<file path="src/rtl/i2s_master_clkgen.sv">
// I2S master clock sequencer: derives BCK/LRCK from the system clock
// and starts/stops only on frame boundaries.
module i2s_master_clkgen #(
  parameter int DIV_W  = 8,
  parameter int SLOT_W = 6
) (
  input  logic              iSysClk,
  input  logic              iRst_n,
  input  logic              iEnable,
  input  logic [DIV_W-1:0]  iHalfDiv,
  input  logic [SLOT_W-1:0] iSlotBits,
  output logic              oBCK,
  output logic              oLRCK,
  output logic [SLOT_W-1:0] oBitCnt,
  output logic              oFrameStart,
  output logic              oSlotDone,
  output logic              oSlotChan,
  output logic              oBusy
);

  typedef enum logic [1:0] {
    IDLE,
    RUN,
    STOPPING
  } state_t;

  state_t            state, state_n;
  logic [DIV_W-1:0]  div, div_n;
  logic [DIV_W-1:0]  hsh, hsh_n;
  logic [SLOT_W-1:0] ssh, ssh_n;
  logic [SLOT_W-1:0] bitc, bitc_n;
  logic              bck, bck_n;
  logic              lrck, lrck_n;
  logic              fs, fs_n;
  logic              sd, sd_n;
  logic              chan, chan_n;
  logic              busy, busy_n;
  logic [DIV_W-1:0]  h_in;
  logic [SLOT_W-1:0] s_in;

  always_comb begin
    h_in = (iHalfDiv == '0) ? DIV_W'(1) : iHalfDiv;
    if (iSlotBits < SLOT_W'(8))
      s_in = SLOT_W'(8);
    else if (iSlotBits > SLOT_W'(32))
      s_in = SLOT_W'(32);
    else
      s_in = iSlotBits;
  end

  always_ff @(posedge iSysClk) begin
    if (!iRst_n) begin
      state <= IDLE;
      div   <= '0;
      hsh   <= '0;
      ssh   <= '0;
      bitc  <= '0;
      bck   <= 1'b0;
      lrck  <= 1'b1;
      fs    <= 1'b0;
      sd    <= 1'b0;
      chan  <= 1'b0;
      busy  <= 1'b0;
    end else begin
      state <= state_n;
      div   <= div_n;
      hsh   <= hsh_n;
      ssh   <= ssh_n;
      bitc  <= bitc_n;
      bck   <= bck_n;
      lrck  <= lrck_n;
      fs    <= fs_n;
      sd    <= sd_n;
      chan  <= chan_n;
      busy  <= busy_n;
    end
  end

  always_comb begin
    state_n = state;
    div_n   = div;
    hsh_n   = hsh;
    ssh_n   = ssh;
    bitc_n  = bitc;
    bck_n   = bck;
    lrck_n  = lrck;
    fs_n    = 1'b0;
    sd_n    = 1'b0;
    chan_n  = chan;
    busy_n  = busy;
    unique case (state)
      IDLE: begin
        bck_n  = 1'b0;
        lrck_n = 1'b1;
        bitc_n = '0;
        div_n  = '0;
        busy_n = 1'b0;
        if (iEnable) begin
          hsh_n   = h_in;
          ssh_n   = s_in;
          lrck_n  = 1'b0;
          fs_n    = 1'b1;
          busy_n  = 1'b1;
          state_n = RUN;
        end
      end
      RUN, STOPPING: begin
        busy_n  = 1'b1;
        state_n = iEnable ? RUN : STOPPING;
        if (div == hsh - DIV_W'(1)) begin
          div_n = '0;
          bck_n = ~bck;
          // Slot bookkeeping happens only on the BCK falling edge
          if (bck) begin
            if (bitc == ssh - SLOT_W'(1)) begin
              bitc_n = '0;
              sd_n   = 1'b1;
              chan_n = lrck;
              lrck_n = ~lrck;
              if (lrck) begin
                if (state == STOPPING && !iEnable) begin
                  state_n = IDLE;
                  lrck_n  = 1'b1;
                  bck_n   = 1'b0;
                  busy_n  = 1'b0;
                end else begin
                  fs_n  = 1'b1;
                  hsh_n = h_in;
                  ssh_n = s_in;
                end
              end
            end else begin
              bitc_n = bitc + SLOT_W'(1);
            end
          end
        end else begin
          div_n = div + DIV_W'(1);
        end
      end
      default: state_n = IDLE;
    endcase
  end

  assign oBCK        = bck;
  assign oLRCK       = lrck;
  assign oBitCnt     = bitc;
  assign oFrameStart = fs;
  assign oSlotDone   = sd;
  assign oSlotChan   = chan;
  assign oBusy       = busy;

endmodule
</file>
<file path="config.mk">
export PLATFORM = sky130hd
export DESIGN_NAME = i2s_master_clkgen
export DESIGN_NICKNAME = d
export VERILOG_FILES = /design/src/rtl/i2s_master_clkgen.sv
export SDC_FILE = /design/constraint.sdc
export NUM_CORES = 1
export LEC_CHECK = 0
export BUFFER_PORTS_ARGS = -buffer_cell sky130_fd_sc_hd__buf_2
export CORE_UTILIZATION = 52
export DETAILED_ROUTE_END_ITERATION = 16
export PLACE_DENSITY = 0.76
export SYNTH_ARGS = -nofsm -noshare
export SYNTH_HDL_FRONTEND = slang
export SYNTH_SLANG_ARGS = --single-unit
</file>
<file path="constraint.sdc">
create_clock -name iSysClk -period 2.3 [get_ports iSysClk]
set_input_delay 0.23 -clock iSysClk [delete_from_list [all_inputs] [get_ports iSysClk]]
set_output_delay 0.23 -clock iSysClk [all_outputs]
set_load 0.03 [all_outputs]
</file>
After elaboration in Yosys (flattened, before gate mapping)

Index checks and enable logic that the tools add are counted.

Input bits: 17
Word-level logic and storage cells: 98
Flip-flop bits (word level): 36
Output and inout bits: 12

Order comparisons: 2
Mux-type cells: 57
Add/sub/neg operators: 4
Eq/ne operators: 10
Bitwise operators: 2
Reductions and logical operators: 12

Operators with widths:

| operator            | number |
|---|---|
| $mux 6              | 11 |
| $mux 8              | 8 |
| $pmux 8 s2          | 2 |
| $pmux 6 s2          | 2 |
| $mux 1              | 22 |
| $mux 2              | 7 |
| $ne 2x2->1 const B  | 6 |
| $reduce_and 4->1    | 3 |
| $add 8x1->8 const B | 1 |
| $eq 8x8->1          | 1 |
| $logic_not 8->1     | 1 |
| $pmux 1 s2          | 4 |
| $sub 8x1->8 const B | 1 |
| $reduce_and 7->1    | 1 |
| $add 6x1->6 const B | 1 |
| $eq 6x6->1          | 1 |
| $gt 6x6->1 const B  | 1 |
| $lt 6x4->1 const B  | 1 |
| $sub 6x1->6 const B | 1 |
| $pmux 2 s2          | 1 |
| $reduce_and 3->1    | 1 |
| $eq 2x1->1 const B  | 1 |
| $eq 2x2->1 const B  | 1 |
| $logic_not 2->1     | 1 |
| 6 further kinds     | 7 |

Logic depth before layout (Yosys ltp)

Depth in word-level cells: 9
Gate-level depth with buffers: 10
Gate-level depth less buffers: 8

Worst setup path after synthesis

Ideal clock, no wire load.

Path kind: register to register
Start point: reg hsh[0]
End point: reg hsh[2]
Slack: -0.150 ns
Period minus slack after synthesis: 2.450 ns
Required time: 2.180 ns
Path buffers: 2
Library setup time: 0.120 ns
Stages on the path, launching flop included: 11
Data arrival time: 2.331 ns
Cells stage by stage: dfxtp_1 inv_1 ha_1 nand2b_1 a311o_1 a2111oi_4 o211a_1 buf_6 a41oi_4 buf_6 mux2i_1

Longest elaborated chain between the ends: 4

Ends and longest elaborated chain:

| what                       | RTL line | source |
|---|---|---|
| start: declaration         | 29       | `logic [DIV_W-1:0] hsh, hsh_n;` |
| start signal: assignment   | 67       | `hsh <= hsh_n;` |
| $sub 8x1->8                | 110      | `if (div == hsh - DIV_W'(1)) begin` |
| $eq 8x8->1                 | 110      |  |
| $ne 2x2->1 (no line)       | n/a      |  |
| $reduce_and 7->1 (no line) | n/a      |  |

Every way passes these cells.
A chain may end at the register's enable or synchronous reset.

Worst setup path in the final report

Start point: reg hsh[1]
End point: reg hsh[4]

The elaborated chain is that of the path after synthesis.

==> flow_metrics.tcl <==
set metrics [dict create \
    run_status "finished clean" \
    layout-drive-gt1-share_pct 21.22 \
    rsz0062_at_grt "true" \
    stdcell_count 361 \
    reg2reg_slack_ns 0.03 \
    fp.dieW_um 67.37 \
    cts_max_level 2 \
    r2r_cells 9 \
    ant_nets 0 \
    grtUsageTotal_pct 23.57 \
    dieArea_um2 4539 \
    synth_area_leaders "dfxtp_1 (32%), mux2i_1 (7.7%), nand2_1 (6.1%), xnor2_1 (5.1%), ha_1 (3.9%)" \
    netlist_area_um2 2222 \
    core_region_area_um2 4058 \
    min_path_type "input port to flop" \
    cts_buffer_depth 2 \
    synthCells 271 \
    drc 0 \
    place_area_um2 2509 \
    grt_overflow_total 0 \
    ys_top_cells_by_count "dfxtp_1 (36), nand2_1 (36), mux2i_1 (17), nand3_1 (16), nor2_1 (16)" \
    wirelength_mm 4.982 \
    dr_total_vias 2068 \
    cpPeakStageDelay_ns 0.39 \
    crit_path_end_kind "flop" \
    ys.flop_type "dfxtp_1" \
    io_buffer_count 28 \
    cp_max_fo 14 \
    cts_sinks 36 \
    n_antenna_cell 0 \
    rows 23 \
    irDropWorstVdd_v 0.0003398 \
    nFillCells 355 \
    post-dp-hpwl_mm 3.631 \
    synth_nets 295 \
    synthArstFlopShare_pct 0 \
    crit_buf_inv 2 \
    fin_crit_ns 2.268 \
    layout.nets 334 \
    cellLeakagePower_nw 1.114 \
    worstSetupPathType "flop to flop" \
    hp-start "iSlotBits[0]" \
    io_pins 29 \
    rr_startpoint "hsh[1]" \
    clkLatencyLatePin_ns 0.28 \
    synth-edff-count 0 \
    min_period_over_period_pct 98.61 \
    place.gp.congestion 0.8548 \
    cts_tree "built" \
    postSynthAreaPerCell_um2 8.200 \
    slew_headroom_pct 64.84 \
    drtPass1Iterations 4 \
    cp-start-kind "flop" \
    cpMaxStageDelayCell "a311o_1" \
    drv_slew 0 \
    placedCellCount 351 \
    start_util_pct 54.76 \
    antenna_found_initial 0 \
    min_to "ssh[0]" \
    crit_family "compound AO/OA/AOI/OAI gates" \
    synth_warnings 0 \
    synth.yosys.seq_area_share_pct 32.43 \
    r2r_end "hsh[4]" \
    fin_worst_skew_ns 0.006729 \
    ys_ff_latch 36 \
    cts_buffers 5 \
    timing.fmax_mhz 440.9 \
    path_clk_slew_ns 0.07 \
    root_buffer "clkbuf_8" \
    wire_per_inst_um 13.80 \
    drt_iter0_drc 150 \
    viasPerCell 5.729 \
    die_y_um 67.37 \
    final-hold-violation-count 0 \
    arrival_ns 2.44 \
    ys_types 48 \
    worst_ep_required_time_ns 2.47 \
    tightest_slew_ns 0.5241 \
    syn2layout_area_growth_pct 19.14 \
    p_per_area_nw_per_um2 537.7 \
    yosys.area.top_type "dfxtp_1" \
    fin_area_um2 2648 \
    holdPathStages 3 \
    maxCapViolCount 0 \
    grt_pass1_wl_mm 8.073 \
    cp_cell_sequence "inv_2, ha_4, nand2b_4, a311o_1, a2111oi_4, o211a_1, a41oi_4, buf_12, mux2i_2" \
    grt_max_degree 31 \
    grt_pass1_vias 1854 \
    synth_top_area_share_pct 32.43 \
    finalSetupViolCount 0 \
]
==> where the power goes <==
group	switching [mW]	internal [mW]
registers	0.0272	0.647
logic	0.160	0.131
clock network	0.220	0.239
==> logic make-up (layout without fill, tap and decap cells) <==
family | after synthesis | in the layout | synth area share, %
flip-flops | 36 | 36 | 32.43
XOR/XNOR | 20 | 20 | 7.883
adder cells (fa/ha/maj) | 7 | 7 | 3.941
AO/OA/AOI/OAI | 49 | 49 | 16.95
AND/OR/NAND/NOR | 116 | 116 | 25.96
multiplexers | 17 | 17 | 7.658
buffers and inverters | 26 | 66 | 5.179
==> metrics by stage <==
stage	setup slack (ns)	hold WS (ns)	power [mW]	util (%)	setup TNS [ns]
floorplan	-0.01564	0.2991	0.8840	-	-0.1564
global placement	0.04608	0.4594	0.9600	61.83	0
detailed placement	0.05337	0.4707	0.9671	61.83	0
CTS	0.03613	0.1800	1.430	64.11	0
global route	-0.09202	0.1974	1.493	65.25	-1.560
finish	0.03188	0.1854	1.424	65.25	0
==> sequential cells by signal, indices dropped and copies added, names as in the netlist, 2 cells and up <==
signal and cells:
hsh 8, state 2, div 8, oBitCnt 6, ssh 6
==> worst register-to-register path, cell delays in order (launching register included) <==
cell and delay, ns:
dfxtp_2 0.34, inv_2 0.04, ha_4 0.15, nand2b_4 0.13, a311o_1 0.39, a2111oi_4 0.37, o211a_1 0.26, a41oi_4 0.13
buf_12 0.19, mux2i_2 0.15
==> worst max path at each step <==
| stage | from | end | slack (ns) | cells past startpoint |
|---|---|---|---|---|
| finish | hsh[1] | hsh[4] | 0.03 | 9 |
| global route | hsh[1] | div[7] | -0.09 | 9 |
| CTS | hsh[0] | div[7] | 0.04 | 9 |
| detailed placement | hsh[0] | div[7] | 0.05 | 9 |
| global placement | hsh[0] | div[7] | 0.05 | 9 |
| floorplan | hsh[0] | hsh[2] | -0.02 | 10 |
==> metal layers <==
layer  GRT usage (%)  share of wire [%]  vias up
met5               0                  0        -
met4           7.979                1.4        0
met3           4.054                3.8        6
met2           38.38                 46       47
met1           31.19                 49      966
li1                -                  -     1049
==> placed cells by master (no fill, tap or decap), types with 5 or more instances in the layout <==
master    count
nand2_1      36
and3_1        6
inv_1        10
nand4_1       6
xor2_1        7
nor3_1       15
buf_2        28
buf_4        16
xnor2_1      13
nand3_1      15
clkbuf_8      6
nor2_1       16
nor2b_1       5
mux2i_1      16
ha_1          6
dfxtp_1      34
a21oi_1      14
==> layout make-up <==
cell class              count  area, um^2  share of cell area [%]
well taps                  50       62.56                   2.363
repair buffers             45       280.3                   10.59
clock inverters             2       10.01                  0.3781
flip-flops and latches     36       725.7                   27.41
inverters                  13       48.80                   1.843
multi-input cells         209        1438                   54.30
clock buffers               6       82.58                   3.119
==> timing repair <==
action / in CTS / in global routing
endpoints found under the setup margin: 0 / 28
gates resized for setup: 0 / 5
buffers inserted: 0 / 2
hold buffers: 0 / 0
No activity file was read; power rests on OpenSTA's default activity.
